<file path="config.mk">
export PLATFORM = sky130hd
export DESIGN_NAME = alu_branch_table_flat
export DESIGN_NICKNAME = d
export VERILOG_FILES = /design/src/rtl/alu_branch_table_if.sv /design/src/rtl/alu_branch_table.sv /design/src/flat_wrapper.sv
export SDC_FILE = /design/constraint.sdc
export NUM_CORES = 2
export LEC_CHECK = 0
export ABC_CLOCK_PERIOD_IN_PS = 4100
export CORE_UTILIZATION = 45
export DETAILED_ROUTE_END_ITERATION = 10
export DONT_BUFFER_PORTS = 1
export HOLD_SLACK_MARGIN = 0.02
export SKIP_CTS_REPAIR_TIMING = 1
export SLEW_MARGIN = 0
export SYNTH_ARGS = -nofsm -noshare
export SYNTH_HDL_FRONTEND = slang
export SYNTH_SLANG_ARGS = --single-unit
</file>
<file path="constraint.sdc">
create_clock -name clk -period 4.1 [get_ports clk]
set_input_delay 0.205 -clock clk [delete_from_list [all_inputs] [get_ports clk]]
set_output_delay 0.205 -clock clk [all_outputs]
set_load 0.02 [all_outputs]
</file>
<file path="src/rtl/alu_branch_table_if.sv">
// alu_branch_table_if: ALU operand/result and branch-table lookup/update signal bundle.
interface alu_branch_table_if;
  logic [5:0]  funct;
  logic [1:0]  aluop;
  logic [31:0] a;
  logic [31:0] b;
  logic [3:0]  aluctl;
  logic [31:0] out;
  logic        zero;
  logic [31:0] pc4;
  logic        H;
  logic        P;
  logic [31:0] Bdest;
  logic [31:0] PC4d;
  logic        wrt;
  logic        wrp;
  logic [31:0] BdestIN;
  logic        Pin;
  modport master (
    output funct, aluop, a, b, pc4, PC4d, wrt, wrp, BdestIN, Pin,
    input  aluctl, out, zero, H, P, Bdest
  );
  modport slave (
    input  funct, aluop, a, b, pc4, PC4d, wrt, wrp, BdestIN, Pin,
    output aluctl, out, zero, H, P, Bdest
  );
endinterface

</file>
<file path="src/rtl/alu_branch_table.sv">
// alu_branch_table: ALU control decode + ALU, and a direct-mapped branch target table with 2-bit counters.
// Define BTB_BYPASS_EN to forward same-cycle table writes to the lookup outputs.
module alu_branch_table #(
  parameter int ENTRIES = 16,
  parameter int IDXW    = $clog2(ENTRIES)
) (
  input logic clk,
  input logic rst_n,
  alu_branch_table_if.slave bus
);
  localparam int TW = 30 - IDXW;
  logic [3:0]  fctl;
  logic [31:0] res;
  always_comb begin
    fctl = bus.funct == 6'b100000 ? 4'b0010 :
           bus.funct == 6'b100010 ? 4'b0110 :
           bus.funct == 6'b100100 ? 4'b0000 :
           bus.funct == 6'b100101 ? 4'b0001 :
           bus.funct == 6'b101010 ? 4'b0111 :
           bus.funct == 6'b100111 ? 4'b1100 : 4'b1111;
    bus.aluctl = bus.aluop == 2'b00 ? 4'b0010 :
                 bus.aluop == 2'b01 ? 4'b0110 :
                 bus.aluop == 2'b11 ? 4'b0001 : fctl;
    res = bus.aluctl == 4'b0000 ? bus.a & bus.b :
          bus.aluctl == 4'b0001 ? bus.a | bus.b :
          bus.aluctl == 4'b0010 ? bus.a + bus.b :
          bus.aluctl == 4'b0110 ? bus.a - bus.b :
          bus.aluctl == 4'b0111 ? {31'd0, $signed(bus.a) < $signed(bus.b)} :
          bus.aluctl == 4'b1100 ? ~(bus.a | bus.b) : 32'd0;
    bus.out  = res;
    bus.zero = res == 32'd0;
  end
  logic          valid_q [ENTRIES];
  logic [TW-1:0] tag_q   [ENTRIES];
  logic [31:0]   tgt_q   [ENTRIES];
  logic [1:0]    cnt_q   [ENTRIES];
  logic [IDXW-1:0] ui, li;
  logic [TW-1:0]   ut, lt, ntag, ltag;
  logic [31:0]     ntgt, ltgt;
  logic [1:0]      ccur, ncnt, lcnt;
  logic            uhit, we, byp, lv, hit;
  logic            unused_addr_bits;
  assign unused_addr_bits = &{1'b0, bus.pc4[1:0], bus.PC4d[1:0]};
  always_comb begin
    ui   = bus.PC4d[IDXW+1:2];
    ut   = bus.PC4d[31:2+IDXW];
    li   = bus.pc4[IDXW+1:2];
    lt   = bus.pc4[31:2+IDXW];
    uhit = valid_q[ui] && tag_q[ui] == ut;
    we   = bus.wrt || (bus.wrp && uhit);
    ccur = cnt_q[ui];
    ncnt = bus.wrt ? (bus.Pin ? 2'b10 : 2'b01) :
           bus.Pin ? (ccur == 2'b11 ? ccur : ccur + 2'd1) :
                     (ccur == 2'b00 ? ccur : ccur - 2'd1);
    ntag = bus.wrt ? ut : tag_q[ui];
    ntgt = bus.wrt ? bus.BdestIN : tgt_q[ui];
`ifdef BTB_BYPASS_EN
    byp  = we && ui == li;
`else
    byp  = 1'b0;
`endif
    lv   = byp ? 1'b1 : valid_q[li];
    ltag = byp ? ntag : tag_q[li];
    ltgt = byp ? ntgt : tgt_q[li];
    lcnt = byp ? ncnt : cnt_q[li];
    hit  = rst_n && lv && ltag == lt;
    bus.H     = hit;
    bus.P     = hit && lcnt[1];
    bus.Bdest = hit ? ltgt : 32'd0;
  end
  always_ff @(posedge clk or negedge rst_n)
    if (!rst_n) begin
      for (int i = 0; i < ENTRIES; i++) begin
        valid_q[i] <= 1'b0;
        tag_q[i]   <= '0;
        tgt_q[i]   <= '0;
        cnt_q[i]   <= 2'b01;
      end
    end else if (we) begin
      valid_q[ui] <= 1'b1;
      tag_q[ui]   <= ntag;
      tgt_q[ui]   <= ntgt;
      cnt_q[ui]   <= ncnt;
    end
endmodule

</file>
<file path="src/flat_wrapper.sv">
// flat-port wrapper written by rule: the top's interface ports become plain ports
module alu_branch_table_flat 
#(
  parameter int ENTRIES = 16,
  parameter int IDXW    = $clog2(ENTRIES)
)
  (clk, rst_n, bus_funct, bus_aluop, bus_a, bus_b, bus_pc4, bus_PC4d, bus_wrt, bus_wrp, bus_BdestIN, bus_Pin, bus_aluctl, bus_out, bus_zero, bus_H, bus_P, bus_Bdest);
  alu_branch_table_if bus_i ();
  input logic clk;
  input logic rst_n;
  input wire logic [$bits(bus_i.funct)-1:0] bus_funct;
  input wire logic [$bits(bus_i.aluop)-1:0] bus_aluop;
  input wire logic [$bits(bus_i.a)-1:0] bus_a;
  input wire logic [$bits(bus_i.b)-1:0] bus_b;
  input wire logic [$bits(bus_i.pc4)-1:0] bus_pc4;
  input wire logic [$bits(bus_i.PC4d)-1:0] bus_PC4d;
  input wire logic [$bits(bus_i.wrt)-1:0] bus_wrt;
  input wire logic [$bits(bus_i.wrp)-1:0] bus_wrp;
  input wire logic [$bits(bus_i.BdestIN)-1:0] bus_BdestIN;
  input wire logic [$bits(bus_i.Pin)-1:0] bus_Pin;
  output wire logic [$bits(bus_i.aluctl)-1:0] bus_aluctl;
  output wire logic [$bits(bus_i.out)-1:0] bus_out;
  output wire logic [$bits(bus_i.zero)-1:0] bus_zero;
  output wire logic [$bits(bus_i.H)-1:0] bus_H;
  output wire logic [$bits(bus_i.P)-1:0] bus_P;
  output wire logic [$bits(bus_i.Bdest)-1:0] bus_Bdest;
  assign bus_i.funct = bus_funct;
  assign bus_i.aluop = bus_aluop;
  assign bus_i.a = bus_a;
  assign bus_i.b = bus_b;
  assign bus_i.pc4 = bus_pc4;
  assign bus_i.PC4d = bus_PC4d;
  assign bus_i.wrt = bus_wrt;
  assign bus_i.wrp = bus_wrp;
  assign bus_i.BdestIN = bus_BdestIN;
  assign bus_i.Pin = bus_Pin;
  assign bus_aluctl = bus_i.aluctl;
  assign bus_out = bus_i.out;
  assign bus_zero = bus_i.zero;
  assign bus_H = bus_i.H;
  assign bus_P = bus_i.P;
  assign bus_Bdest = bus_i.Bdest;
  alu_branch_table #(.ENTRIES(ENTRIES), .IDXW(IDXW)) u_core (.clk(clk), .rst_n(rst_n), .bus(bus_i));
endmodule
</file>
==> flow_summary.rst <==
.. list-table::
   :header-rows: 1

   * - Metric
     - Value
   * - Total negative slack
     - -0.269 ns
   * - Fin Clk Skew
     - roughly 0.028 ns
   * - Worst setup slack for register-to-register paths
     - around 0.27 ns
   * - Initial core utilization
     - a little under half
   * - Deepest clock path buffer count
     - 3
   * - Violated checks
     - negative hold slack, negative setup slack
   * - Final-layout worst hold slack
     - -0.321 ns
   * - Count of routing violations after the opening detailed-route iteration
     - 5,607
   * - Power, Total
     - roughly 0.034 W
   * - Cells taking the most area after synthesis
     - sky130_fd_sc_hd__dfrtp_1 (42%), sky130_fd_sc_hd__mux4_2 (24%), sky130_fd_sc_hd__a21oi_1 (9.0%)
   * - Clock buffer count from CTS
     - just over 100
   * - Max-cap violations
     - 0
   * - Final worst-path setup slack
     - -0.269 ns
   * - GR Overflow Total
     - 0
   * - Synth Net Count
     - between 5k and 6k
   * - Post-Synthesis Cell Area
     - 0.0569 mm²
   * - Hpwl dp
     - between 100,000 and 150,000 µm
   * - Relative contribution of sequential cells to total power
     - between 40 and 50%
   * - Total routed wirelength
     - 201,000 µm
   * - Crit path required time
     - 3.89 ns
   * - Leading cell types by count after synthesis
     - sky130_fd_sc_hd__nor2_1 (1,273), sky130_fd_sc_hd__a21oi_1 (1,024), sky130_fd_sc_hd__dfrtp_1 (960)
   * - Critical path launch point type
     - input port
   * - Mean cell area of the mapped netlist
     - roughly 11 µm²
   * - Global-route wire length before repair
     - about 300,000 µm
   * - Highest clock rate
     - ~230 MHz
   * - Warnings from Yosys
     - 0
   * - Cell taking the most area after synthesis
     - sky130_fd_sc_hd__dfrtp_1
   * - Source of the worst register-to-register timing path
     - u_core.tag_q[362]$_DFFE_PN0P_
   * - Switching share of total power
     - 30.5%
   * - Vias in the first global route
     - about 46k
   * - Cell depth of the worst flop-to-flop path
     - 9
   * - Post-route clock period utilization
     - 107%
   * - Area growth from synthesis to layout
     - 15.2%
   * - Hold Vio Cnt, Final
     - between 200 and 300
   * - Origin of the worst setup path
     - bus_a[1]
   * - Start-to-end type of the worst setup path
     - in -> out
   * - Port buffer count
     - 0
   * - Clk_lat worst skew
     - 0.71 ns
   * - IR Drop Worst-Case VDD
     - about 480 µV
   * - Type of destination of the critical path
     - primary output
   * - Count of vias placed by the detailed router
     - between 40k and 50k
   * - Top fanout value on the critical path
     - 3
   * - Row Count
     - 130
   * - Vias per inst
     - between 6 and 7
   * - Post-synth EDFFs
     - 0
   * - Length of the first detailed-routing pass in iterations
     - 5
   * - Slew HR
     - 16.2%
   * - Vertical extent of the die
     - between 300 and 400 µm
   * - Mean routed wirelength per cell
     - around 28 µm
   * - Most frequent cell on the critical path
     - sky130_fd_sc_hd__buf_4
   * - Family with the most delay on the worst path
     - simple AND/OR/NAND/NOR gates
   * - Core Region
     - 0.126 mm²
   * - Post-synth top flop
     - sky130_fd_sc_hd__dfrtp_1
   * - Data arrival time of the critical path
     - 4.16 ns
   * - Full die area
     - between 0.1 and 0.15 mm²
   * - Initial antenna violation count
     - 7
   * - Instance count on the critical path
     - 18
   * - Least-Margin Pin Slew
     - approximately 1.3 ns
   * - Portion of synthesized cell area occupied by the leading cell type
     - approximately 42%
   * - TritonCTS clock tree
     - built
   * - Clock-pin slew on the worst setup and hold paths
     - about 0.06 ns
   * - Most instantiated library cell after synthesis
     - sky130_fd_sc_hd__nor2_1
   * - Final number of max-transition violations
     - 0
   * - Sequential cell area fraction in the yosys report
     - between 40% and 50%
   * - Synth cell types
     - 88
   * - Clock root buffer
     - sky130_fd_sc_hd__clkbuf_16
   * - RSZ-0062 raised after global routing
     - true
   * - Class of the worst hold path
     - in -> async
   * - Net switching power
     - 0.0103 W
   * - Share of flip-flops with an asynchronous set or reset after synthesis
     - 100%
   * - Maximum number of pins on one net before global-route repair
     - between 900 and 1k
   * - Int Power
     - roughly 0.023 W
   * - Endpoint of the most critical setup path
     - bus_zero
   * - GRT Util Overall
     - a little under a third
   * - Clock share of power
     - 29.9%
   * - Status
     - complete, but fails checks
   * - Sum of buffers and inverters on the critical path
     - 6
   * - Worst-path cell with the longest stage delay
     - sky130_fd_sc_hd__a222oi_1
   * - Number of instances in the synthesized netlist
     - about 5.3k
   * - Register bit total from synthesis
     - 976
   * - Longest individual stage delay on the worst path
     - about 0.5 ns
   * - Combinational group share of total power
     - about 28%
   * - Cells along the critical path
     - inv_1, buf_4, ha_1, nor2_2, o311ai_2, buf_4, nor3b_4, o221ai_1, a222oi_1, o2111ai_2, nor4_4, buf_4, or4b_4, nor4_4, buf_4, nand4b_1, nor4_4, buf_4
   * - Final net count
     - between 5k and 6k
   * - Final RePlAce weighted congestion
     - just over 0.9
   * - Ports
     - 244
   * - Final routed DRC violation total
     - 0
   * - Count of antenna-violating nets left after detailed routing
     - 0
   * - Clock period minus worst slack
     - 4.37 ns
   * - Number of setup violations in the final report
     - 1
   * - Chip width
     - between 300 and 400 µm
   * - Total power divided by cell area
     - 515 mW/mm²
   * - Level count of the clock H-tree
     - 3
   * - Ratio of cells with drive above 1 in the final layout
     - 23.5%
   * - Clock sink total
     - between 900 and 1k
   * - Cell leakage power
     - 26.1 nW
   * - Reg-to-Reg End
     - u_core.tgt_q[62]$_DFFE_PN0P_
-- placed cells by master, fill, tap and decap left out, types with 10 or more instances in the layout --
master	instances
sky130_fd_sc_hd__bufinv_16	15
sky130_fd_sc_hd__a21oi_4	12
sky130_fd_sc_hd__nand3_1	17
sky130_fd_sc_hd__ha_1	94
sky130_fd_sc_hd__o211ai_1	10
sky130_fd_sc_hd__a211oi_1	28
sky130_fd_sc_hd__o21bai_1	10
sky130_fd_sc_hd__buf_12	94
sky130_fd_sc_hd__a21oi_1	1023
sky130_fd_sc_hd__nor2_1	1269
sky130_fd_sc_hd__and3_1	23
sky130_fd_sc_hd__nor2b_1	20
sky130_fd_sc_hd__nor4_1	11
sky130_fd_sc_hd__nand4_1	15
sky130_fd_sc_hd__clkbuf_16	106
sky130_fd_sc_hd__or2_2	22
sky130_fd_sc_hd__clkbuf_1	17
sky130_fd_sc_hd__mux2i_1	12
sky130_fd_sc_hd__mux2_2	59
sky130_fd_sc_hd__a221oi_1	12
sky130_fd_sc_hd__buf_4	196
sky130_fd_sc_hd__clkinv_2	19
sky130_fd_sc_hd__mux4_2	603
sky130_fd_sc_hd__inv_1	124
sky130_fd_sc_hd__dfrtp_1	960
sky130_fd_sc_hd__a21o_1	18
sky130_fd_sc_hd__nor3_1	18
sky130_fd_sc_hd__xnor2_1	50
sky130_fd_sc_hd__nand2_1	81
sky130_fd_sc_hd__dlygate4sd3_1	84
sky130_fd_sc_hd__o21ai_0	72
sky130_fd_sc_hd__clkbuf_8	18
sky130_fd_sc_hd__and3_2	21
sky130_fd_sc_hd__dfstp_2	16
sky130_fd_sc_hd__and2_1	15
sky130_fd_sc_hd__nand2b_1	18
-- worst min path at each step --
stage	slack [ns]	to	cells after the start
2_1_floorplan	-0.09	u_core.cnt_q[11]$_DFFE_PN0P_	0
3_3_place_gp	0.002	u_core.tgt_q[453]$_DFFE_PN0P_	0
3_5_place_dp	0.003	u_core.tgt_q[453]$_DFFE_PN0P_	0
4_1_cts	-0.76	u_core.tgt_q[453]$_DFFE_PN0P_	0
5_1_grt	-0.30	u_core.tgt_q[333]$_DFFE_PN0P_	2
6_report	-0.32	u_core.tgt_q[365]$_DFFE_PN0P_	2
-- sequential cells by signal, indices dropped and copies added (netlist names) --
name            count
u_core.tgt_q      512
u_core.valid_q     16
u_core.tag_q      416
u_core.cnt_q       32
-- power groups by stage --
stage | Sequential (W) | Combinational [W] | Clock, W
after global routing | 0.0147 | 0.0101 | 0.0105
after CTS | 0.0143 | 0.00879 | 0.0102
after global placement | 0.0143 | 0.00852 | 0
final | 0.0144 | 0.00928 | 0.0101
after floorplan | 0.0137 | 0.00718 | 0
after detailed placement | 0.0144 | 0.00876 | 0
-- cells by family (layout without fill, tap and decap cells) --
| family | count (synthesis) | after routing | share of synthesized area (%) |
|---|---|---|---|
| AO/OA/AOI/OAI | 1328 | 1328 | 13.0 |
| AND/OR/NAND/NOR | 1586 | 1586 | 11.5 |
| other | 0 | 7 | 0 |
| XOR/XNOR | 59 | 59 | 0.908 |
| flip-flops | 976 | 976 | 42.9 |
| buffers and inverters | 563 | 699 | 4.25 |
| adder cells (fa/ha/maj) | 98 | 98 | 2.18 |
| multiplexers | 674 | 674 | 25.2 |
-- metrics by stage --
stage / utilization, % / instances / setup slack [ns] / cell area [µm²]
2_1_floorplan: - / 5284 / 0.0177 / 56900
3_3_place_gp: 48.2 / 6781 / -0.828 / 60500
3_5_place_dp: 48.2 / 6781 / -0.783 / 60500
4_1_cts: 51.1 / 6969 / -0.832 / 64200
5_1_grt: 52.2 / 7073 / -0.346 / 65600
6_report: 52.2 / 7077 / -0.269 / 65600
-- layer usage --
metal,track usage [%],part of all wire [%],up-vias
met2,50.3,48,2723
met3,6.01,9.4,548
met4,12.7,4.2,8
met1,41.2,39,23974
met5,0,0.028,-
li1,-,-,19384
-- area by class of cell --
class / count / area [µm²]
Timing Repair Buffer: 386 / 4490
Clock buffer: 140 / 2940
Inverter: 125 / 472
Sequential cell: 976 / 24400
Clock inverter: 48 / 676
Multi-Input combinational cell: 3745 / 30500
Antenna cell: 7 / 17.5
Tap cell: 1650 / 2060
Fill cell: 10894 / 60000
Power figures use the tool's default switching activity.
